--- config.mk ---
export PLATFORM = sky130hd
export DESIGN_NAME = sram_access_ctrl
export DESIGN_NICKNAME = d
export VERILOG_FILES = /design/src/rtl/sram_access_ctrl.sv
export SDC_FILE = /design/constraint.sdc
export NUM_CORES = 1
export LEC_CHECK = 0
export ABC_AREA = 0
export BUFFER_PORTS_ARGS = -buffer_cell sky130_fd_sc_hd__buf_2
export CORE_UTILIZATION = 47
export CTS_CLUSTER_DIAMETER = 60
export DETAILED_ROUTE_END_ITERATION = 7
export PLACE_DENSITY = 0.77
export RECOVER_POWER = 100
export SYNTH_ARGS = -nofsm -noshare
export SYNTH_HDL_FRONTEND = slang
export SYNTH_SLANG_ARGS = --single-unit
export TNS_END_PERCENT = 1
--- constraint.sdc ---
create_clock -name sram_clk -period 1.8 [get_ports sram_clk]
set_clock_uncertainty 0.05 [all_clocks]
set_input_delay 0.09 -clock sram_clk [delete_from_list [all_inputs] [get_ports sram_clk]]
set_output_delay 0.09 -clock sram_clk [all_outputs]
set_load 0.005 [all_outputs]
--- src/rtl/sram_access_ctrl.sv ---
// sram_access_ctrl: initiator-side controller for the unit SRAM macro wrapper.
// Accepts single writes and read bursts on a valid/ready command port, drives
// registered SRAM pins, and returns read data READ_LATENCY cycles after each
// beat as a strobe-only response stream.
// Optional build macro SRAM_ACC_PERF_CNT_EN adds saturating beat counters
// (perf_rd_beats, perf_wr_beats) with a synchronous clear input (perf_clr).
module sram_access_ctrl #(
  parameter int READ_LATENCY   = 4,
  parameter int MAX_BURST_LOG2 = 4
) (
  input  logic                      sram_clk,
  input  logic                      rst_n,
`ifdef SRAM_ACC_PERF_CNT_EN
  input  logic                      perf_clr,
  output logic [15:0]               perf_rd_beats,
  output logic [15:0]               perf_wr_beats,
`endif
  input  logic                      cmd_valid,
  output logic                      cmd_ready,
  input  logic                      cmd_write,
  input  logic [11:0]               cmd_addr,
  input  logic [1:0]                cmd_conf,
  input  logic [MAX_BURST_LOG2-1:0] cmd_len,
  input  logic [31:0]               cmd_wdata,
  output logic                      rsp_valid,
  output logic [31:0]               rsp_data,
  output logic                      rsp_last,
  output logic                      busy,
  output logic                      sram_csb,
  output logic                      sram_web,
  output logic [11:0]               sram_addr,
  output logic [1:0]                sram_conf,
  output logic [31:0]               sram_din,
  input  logic [31:0]               sram_dout
);

  typedef enum logic [1:0] {IDLE, WRITE, READ, DRAIN} state_e;

  state_e                    state_q, state_d;
  logic                      cmd_ready_q, cmd_ready_d;
  logic [MAX_BURST_LOG2-1:0] beats_left_q, beats_left_d;
  logic                      csb_q, csb_d;
  logic                      web_q, web_d;
  logic [11:0]               addr_q, addr_d;
  logic [1:0]                conf_q, conf_d;
  logic [31:0]               din_q, din_d;
  logic                      pin_last_q, pin_last_d;
  logic [READ_LATENCY-1:0]   pipe_vld_q, pipe_vld_d;
  logic [READ_LATENCY-1:0]   pipe_last_q, pipe_last_d;
  logic                      rsp_valid_q, rsp_valid_d;
  logic                      rsp_last_q, rsp_last_d;
  logic [31:0]               rsp_data_q, rsp_data_d;
  logic                      handshake;
  logic                      rd_beat_on_pins;

  assign handshake       = cmd_valid & cmd_ready_q;
  assign rd_beat_on_pins = ~csb_q & web_q;

  // Next-state and next-pin computation; pins carry the beat for the coming cycle.
  always_comb begin
    // NOTE: every variable written here gets a default first, so no latch is inferred.
    state_d      = state_q;
    beats_left_d = beats_left_q;
    csb_d        = 1'b1;
    web_d        = 1'b1;
    addr_d       = addr_q;
    conf_d       = conf_q;
    din_d        = din_q;
    pin_last_d   = 1'b0;
    unique case (state_q)
      IDLE: begin
        if (handshake) begin
          addr_d = cmd_addr;
          conf_d = (cmd_conf == 2'b11) ? 2'b00 : cmd_conf;  // reserved width runs as 32b
          din_d  = cmd_wdata;
          csb_d  = 1'b0;
          if (cmd_write) begin
            web_d   = 1'b0;
            state_d = WRITE;
          end else begin
            beats_left_d = cmd_len;
            pin_last_d   = (cmd_len == '0);
            state_d      = READ;
          end
        end
      end
      WRITE: state_d = IDLE;
      READ: begin
        if (beats_left_q == '0) begin
          state_d = DRAIN;
        end else begin
          csb_d        = 1'b0;
          addr_d       = {addr_q[11:10], addr_q[9:0] + 10'd1};  // word address wraps inside the lane
          beats_left_d = beats_left_q - MAX_BURST_LOG2'(1);
          pin_last_d   = (beats_left_q == MAX_BURST_LOG2'(1));
        end
      end
      DRAIN: if (pipe_vld_q == '0) state_d = IDLE;
      default: state_d = IDLE;
    endcase
    cmd_ready_d = (state_d == IDLE);
  end

  // Control state and registered SRAM pins.
  always_ff @(posedge sram_clk) begin
    // NOTE: sequential state uses non-blocking assignments so every flop samples pre-edge values.
    if (!rst_n) begin
      state_q      <= IDLE;
      cmd_ready_q  <= 1'b0;
      beats_left_q <= '0;
      csb_q        <= 1'b1;
      web_q        <= 1'b1;
      addr_q       <= '0;
      conf_q       <= '0;
      din_q        <= '0;
      pin_last_q   <= 1'b0;
    end else begin
      state_q      <= state_d;
      cmd_ready_q  <= cmd_ready_d;
      beats_left_q <= beats_left_d;
      csb_q        <= csb_d;
      web_q        <= web_d;
      addr_q       <= addr_d;
      conf_q       <= conf_d;
      din_q        <= din_d;
      pin_last_q   <= pin_last_d;
    end
  end

  // Latency tracking: a token follows each read beat and marks when its data lands.
  always_comb begin
    pipe_vld_d  = {pipe_vld_q[READ_LATENCY-2:0], rd_beat_on_pins};
    pipe_last_d = {pipe_last_q[READ_LATENCY-2:0], rd_beat_on_pins & pin_last_q};
    rsp_valid_d = pipe_vld_q[READ_LATENCY-1];
    rsp_last_d  = pipe_vld_q[READ_LATENCY-1] & pipe_last_q[READ_LATENCY-1];
    rsp_data_d  = pipe_vld_q[READ_LATENCY-1] ? sram_dout : rsp_data_q;
  end

  // Token pipe and response registers.
  always_ff @(posedge sram_clk) begin
    if (!rst_n) begin
      // NOTE: the token pipe is reset like any control flop; a reset mid-burst must flush it.
      pipe_vld_q  <= '0;
      pipe_last_q <= '0;
      rsp_valid_q <= 1'b0;
      rsp_last_q  <= 1'b0;
      rsp_data_q  <= '0;
    end else begin
      pipe_vld_q  <= pipe_vld_d;
      pipe_last_q <= pipe_last_d;
      rsp_valid_q <= rsp_valid_d;
      rsp_last_q  <= rsp_last_d;
      rsp_data_q  <= rsp_data_d;
    end
  end

`ifdef SRAM_ACC_PERF_CNT_EN
  logic [15:0] perf_rd_q, perf_rd_d;
  logic [15:0] perf_wr_q, perf_wr_d;

  // Saturating beat counters; a clear request overrides a coincident beat.
  always_comb begin
    perf_rd_d = perf_rd_q;
    perf_wr_d = perf_wr_q;
    if (perf_clr) begin
      perf_rd_d = '0;
      perf_wr_d = '0;
    end else begin
      if (!csb_d && web_d && perf_rd_q != 16'hFFFF)  perf_rd_d = perf_rd_q + 16'd1;
      if (!csb_d && !web_d && perf_wr_q != 16'hFFFF) perf_wr_d = perf_wr_q + 16'd1;
    end
  end

  // Counter registers.
  always_ff @(posedge sram_clk) begin
    if (!rst_n) begin
      perf_rd_q <= '0;
      perf_wr_q <= '0;
    end else begin
      perf_rd_q <= perf_rd_d;
      perf_wr_q <= perf_wr_d;
    end
  end

  assign perf_rd_beats = perf_rd_q;
  assign perf_wr_beats = perf_wr_q;
`endif

  assign cmd_ready = cmd_ready_q;
  assign busy      = (state_q != IDLE);
  assign sram_csb  = csb_q;
  assign sram_web  = web_q;
  assign sram_addr = addr_q;
  assign sram_conf = conf_q;
  assign sram_din  = din_q;
  assign rsp_valid = rsp_valid_q;
  assign rsp_last  = rsp_last_q;
  assign rsp_data  = rsp_data_q;

endmodule
-- Word level (Yosys, flattened, before mapping)
Cells that the tools add are included.
- add/sub/neg operators: 2
- equality and inequality tests: 8
- mux-type cells: 21
- bitwise operators: 6
- reduce and logical (&&, ||, !) cells: 12
- operators with widths (operator ; count):
    12-bit one-hot mux with 2 select lines ; 1
    4-bit zero test ; 3
    12-bit 2-to-1 mux ; 1
    4-bit 2-to-1 mux ; 3
    10-bit by 1-bit adder with 10-bit output (second input constant) ; 1
    10-bit 2-to-1 mux ; 1
    2-bit 2-to-1 mux ; 5
    3-bit AND reduction ; 3
    2-bit one-hot mux with 4 select lines ; 1
    4-bit one-hot mux with 2 select lines ; 1
    2-bit equality test (second input constant) ; 3
    1-bit 2-to-1 mux ; 6
    2-bit inequality test (second input constant) ; 3
    1-bit bitwise AND ; 4
    4-bit by 1-bit equality test with 1-bit output (second input constant) ; 1
    2-bit zero test ; 2
    1-bit one-hot mux with 2 select lines ; 2
    4-bit AND reduction ; 1
    2-bit nonzero test ; 2
    4-bit by 1-bit subtractor with 4-bit output (second input constant) ; 1
    2-bit by 1-bit equality test with 1-bit output (second input constant) ; 1
    1-bit NOT ; 2
    2-bit AND reduction ; 1
- register bits after elaboration: 98
- output and inout bits: 84

-- Logic depth before layout (Yosys ltp)
- word-level depth: 4
- gate-level depth with buffers: 6

-- Least setup slack after synthesis
No wires, ideal clock.
- path type: register to register
- start point: reg addr_q[0], in the netlist sram_addr[0]
- end point: reg addr_q[8], in the netlist sram_addr[8]
- setup time: 74 ps
- arrival time: 1478 ps
- setup slack: 198 ps
- cell stages (with the launch flop): 6
- path buffers: 0
- clock period less this slack: 1602 ps
- cells stage by stage: dfxtp_1 > ha_1 > and4_1 > nand4_1 > or4_1 > a31oi_1
- cells in the longest elaborated chain, start to end: 3
- ends and longest elaborated chain (element ; RTL line ; source):
    from (decl) ; 44 ; logic [11:0] addr_q, addr_d;
    from (signal assigned) ; 123 ; addr_q <= addr_d;
    10-bit by 1-bit adder with 10-bit output ; 93 ; addr_d = {addr_q[11:10], addr_q[9:0] + 10'd1};
    10-bit 2-to-1 mux ; 89 ; if (beats_left_q == '0) begin
    12-bit one-hot mux with 2 select lines ; 70 ; unique case (state_q)
Every way passes these cells. The select of a mux whose other input is x is not followed.
A chain may end at the register's enable or synchronous reset.

-- Worst setup path in the final report
- start point: reg beats_left_q[0]
- end point: reg beats_left_q[0]
- cells in the longest elaborated chain, start to end: 3
- ends and longest elaborated chain (element ; RTL line ; source):
    from (decl) ; 41 ; logic [MAX_BURST_LOG2-1:0] beats_left_q, beats_left_d;
    from (signal assigned) ; 120 ; beats_left_q <= beats_left_d;
    4-bit by 1-bit subtractor with 4-bit output or 4-bit zero test (tied branches) ; 94, 89 ;
    4-bit 2-to-1 mux or 2-bit inequality test (tied branches) ; - ;
    4-bit one-hot mux with 2 select lines or 4-bit AND reduction (tied branches) ; - ;
Several ways; a longest one is shown, not always the timed one. The select of a mux whose other input is x is not followed.

==> metrics.md <==
| Metric | Value |
|---|---|
| DIE AREA | `about 8400 um^2` |
| WP data required | `2000 ps` |
| Vias per inst | `5.15` |
| Critical R2R Launch | `beats_left_q[0]$_SDFFE_PN0P_` |
| #FFs+latches synth | `about 100` |
| Initial antenna violation count | `0` |
| Post-Synth Simple-Gate Area | `21.1%` |
| Die X | `91.8 um` |
| Multi-input gate area | `1700 um^2` |
| Complex-gate fraction of the synthesized area | `13.4%` |
| Adder-cell share of the synthesized area | `0.991%` |
| Post-route DRC | `0` |
| # IOs | `170` |
| Post-synth EDFFs | `0` |
| Synth cell types | `52` |
| Max cap viols | `0` |
| Worst hold path class | `input pin to flop` |
| Slew @ Worst Pin | `616 ps` |
| Clock sinks | `98` |
| Largest net degree at the start of global routing | `52` |
| Status | `finished, final reports clean` |
| Leakage power | `approximately 2.3 nW` |
| Total CTS buffers | `9` |
| Cell area power density | `821 nW/um^2` |
| Diodes inserted | `0` |
| Clock Latency Late Sink | `350 ps` |
| Non-filler cells, final | `roughly 770` |
| Hold path depth | `3` |
| Dpl cells | `678` |
| Worst r2r path cells | `6` |
| FF+latch area | `1960 um^2` |
| GRT Total Usage | `26.0%` |
| Iter 0 DRT Violations | `139` |
| Starting Density | `48.7%` |
| Via count | `3,954` |
| HPWL after detailed placement | `~6600 um` |
| Peak supply drop | `0.492 mV` |
| RSZ-0062 raised after global routing | `no` |
| Worst Path Arrival | `around 1900 ps` |
| Fin util | `73.4%` |
| I/O Buffers | `169` |
| Syn Nets | `509` |
| Number of global-route vias before repair | `3,695` |
| Mux contribution to synthesized area | `8.72%` |
| Gate Count Post-Synth | `420` |
| Crit path kind | `flop to flop` |
| Std-Cell Rows | `32` |
| Place WS | `76.4 ps` |
| Worst relative slew slack | `a little under 60%` |
| Largest family of logic cells by synthesized area | `simple AND/OR/NAND/NOR gates` |
| Final hold violations | `0` |
| Synth Area in XOR/XNOR | `0%` |
| Clk root buf | `clkbuf_8` |
| Hold Slack | `28.0 ps` |
| Crit start category | `flop` |
| Setup TNS | `0 ps` |
| Global-route wire length before repair | `about 18,000 um` |
| Fin crit period | `1700 ps` |
| Core area | `7770 um^2` |
| Max layer used | `met4` |
| Total global routing overflow | `0` |
| Setup violations, final | `0` |
| Hold EP | `beats_left_q[1]$_SDFFE_PN0P_` |
| Met2 wire length | `5700 um` |
| Sequential-to-total area share from yosys stat | `51.8%` |
| Drt pass-1 iters | `5` |
| Max Slew Vio Count | `0` |
| Max Clk Rate | `0.590 GHz` |
| Antenna-violating nets left | `0` |
| CTS tree | `built` |
| Tot Pwr | `between 4 and 5 mW` |
| Crit share post-route | `94.2%` |
| Drt total wl | `11,200 um` |
| Yosys warnings | `0` |
| Crit Path Max Fanout | `8` |
| PnR worst setup slack | `105 ps` |
| Prevailing post-synth register cell | `dfxtp_1` |
| CTS Buffer Depth | `2` |
| DRT met1 WL | `4570 um` |
| Crit end category | `flop` |
| Dpl cell area | `between 4000 and 5000 um^2` |
| Die H | `91.8 um` |
| Wire per inst | `14.6 um` |
| Reg clk slew, reported paths | `90 ps` |
| Met3 wire len | `542 um` |
| Filler Cells Inserted | `between 500 and 600` |
| Async S/R FF share, synth | `0%` |
| Min-delay src | `cmd_len[1]` |
| Reg-to-Reg End | `beats_left_q[0]$_SDFFE_PN0P_` |
| Avg Cell Area, Syn | `9.01 um^2` |
| GP Congestion | `0.854` |
| Layout cell share with drive strength beyond 1 | `a little under a quarter` |
| Mapped cell area | `between 3000 and 4000 um^2` |
| Final nets | `around 750` |
| Final Cell Area | `5700 um^2` |
| Layout overhead on the synthesized area | `50.6%` |
| Worst reg-to-reg setup slack | `100 ps` |
| H-tree levels | `3` |
power by group:
part | switching [mW] | internal [mW] | leakage [nW]
sequential | 0.0694 | 2.25 | 0.795
clock | 0.738 | 0.924 | 0.120
combinational | 0.336 | 0.365 | 1.39
critical path, cell delays in order (launching register included):
cell and delay [ps]:
dfxtp_2 340, inv_1 90, ha_2 210, nor3b_4 340, clkbuf_1 190, o22ai_4 110, a221oi_1 270
flip-flops by register name (all words and copies together), names as in the netlist, 2 cells and up:
name / count
beats_left_q: 4
pipe_last_q: 4
pipe_vld_q: 4
rsp_data: 32
sram_addr: 12
sram_conf: 2
sram_din: 32
state_q: 2
cells in the mapped netlist, types with 3 or more instances:
cell type / number / area (um^2)
nand2_1: 84 / 315
dfxtp_1: 98 / 1960
nor2_1: 42 / 158
o21ai_0: 7 / 35.0
nand3_1: 5 / 25.0
nor4bb_1: 3 / 30.0
inv_1: 5 / 18.8
ha_1: 3 / 37.5
mux2i_1: 33 / 330
a31oi_1: 4 / 25.0
or3_1: 3 / 18.8
nor3_1: 4 / 20.0
nor4_1: 4 / 25.0
a21oi_1: 46 / 230
o22ai_1: 3 / 18.8
buf_2: 14 / 70.1
and2_1: 10 / 62.6
clkbuf_1: 11 / 41.3
how the worst max path moves through the flow:
stage | slack [ps] | to | cells past startpoint | startpoint
floorplan | 200 | sram_addr[8]$_SDFFE_PN0P_ | 5 | sram_addr[0]$_SDFFE_PN0P_
global placement | 130 | sram_addr[4]$_SDFFE_PN0P_ | 6 | beats_left_q[0]$_SDFFE_PN0P_
detailed placement | 80 | sram_addr[4]$_SDFFE_PN0P_ | 6 | beats_left_q[0]$_SDFFE_PN0P_
CTS | 60 | sram_addr[4]$_SDFFE_PN0P_ | 6 | beats_left_q[0]$_SDFFE_PN0P_
global route | 8 | beats_left_q[0]$_SDFFE_PN0P_ | 6 | beats_left_q[0]$_SDFFE_PN0P_
finish | 100 | beats_left_q[0]$_SDFFE_PN0P_ | 6 | beats_left_q[0]$_SDFFE_PN0P_
per-layer routing:
layer | GRT usage, % | vias up
met5 | 0 | -
met1 | 29.7 | 1839
met4 | 12.9 | 0
li1 | - | 1930
met3 | 4.06 | 38
met2 | 47.1 | 147
area by class of cell:
class                      count  share of cell area (%)
timing repair buffer         259                    29.1
clock inverter                 6                    1.97
tap                          102                    2.24
inverter                       6                   0.395
sequential                    98                    34.4
clock buffer                   9                    2.17
multi-input combinational    288                    29.7
what timing repair did:
action,CTS,global route
resized for setup,0,3
setup buffers,0,1
hold buffers,74,0
setup endpoints to repair,0,8
endpoints found under the hold margin,74,0
cell usage in the layout, fill, tap and decap left out, drive strengths merged, types with 2 or more instances in the layout:
cell,synthesis,layout
clkbuf,11,66
ha,3,3
o221ai,2,2
nor4bb,3,3
o21a,2,2
dfxtp,98,98
mux2i,33,33
inv,6,8
bufinv,0,3
a32o,2,2
nand3,5,5
nor4,4,4
o22ai,4,4
and3,2,2
nor2,42,42
buf,17,128
dlygate4sd3,0,74
a21boi,2,2
nand2,84,84
a31oi,4,4
nand3b,2,2
a21oi,46,46
nor3,4,4
and2,11,11
nand4,2,2
o21ai,9,9
nor3b,2,2
or3,3,3
cells by family after synthesis:
family                     Yosys count
buffers and inverters               34
and+or+nand+nor                    170
AOI/OAI and AO/OA                   82
DFF                                 98
adders and majority gates            3
muxes                               33
No activity file was read; power rests on OpenSTA's default activity.
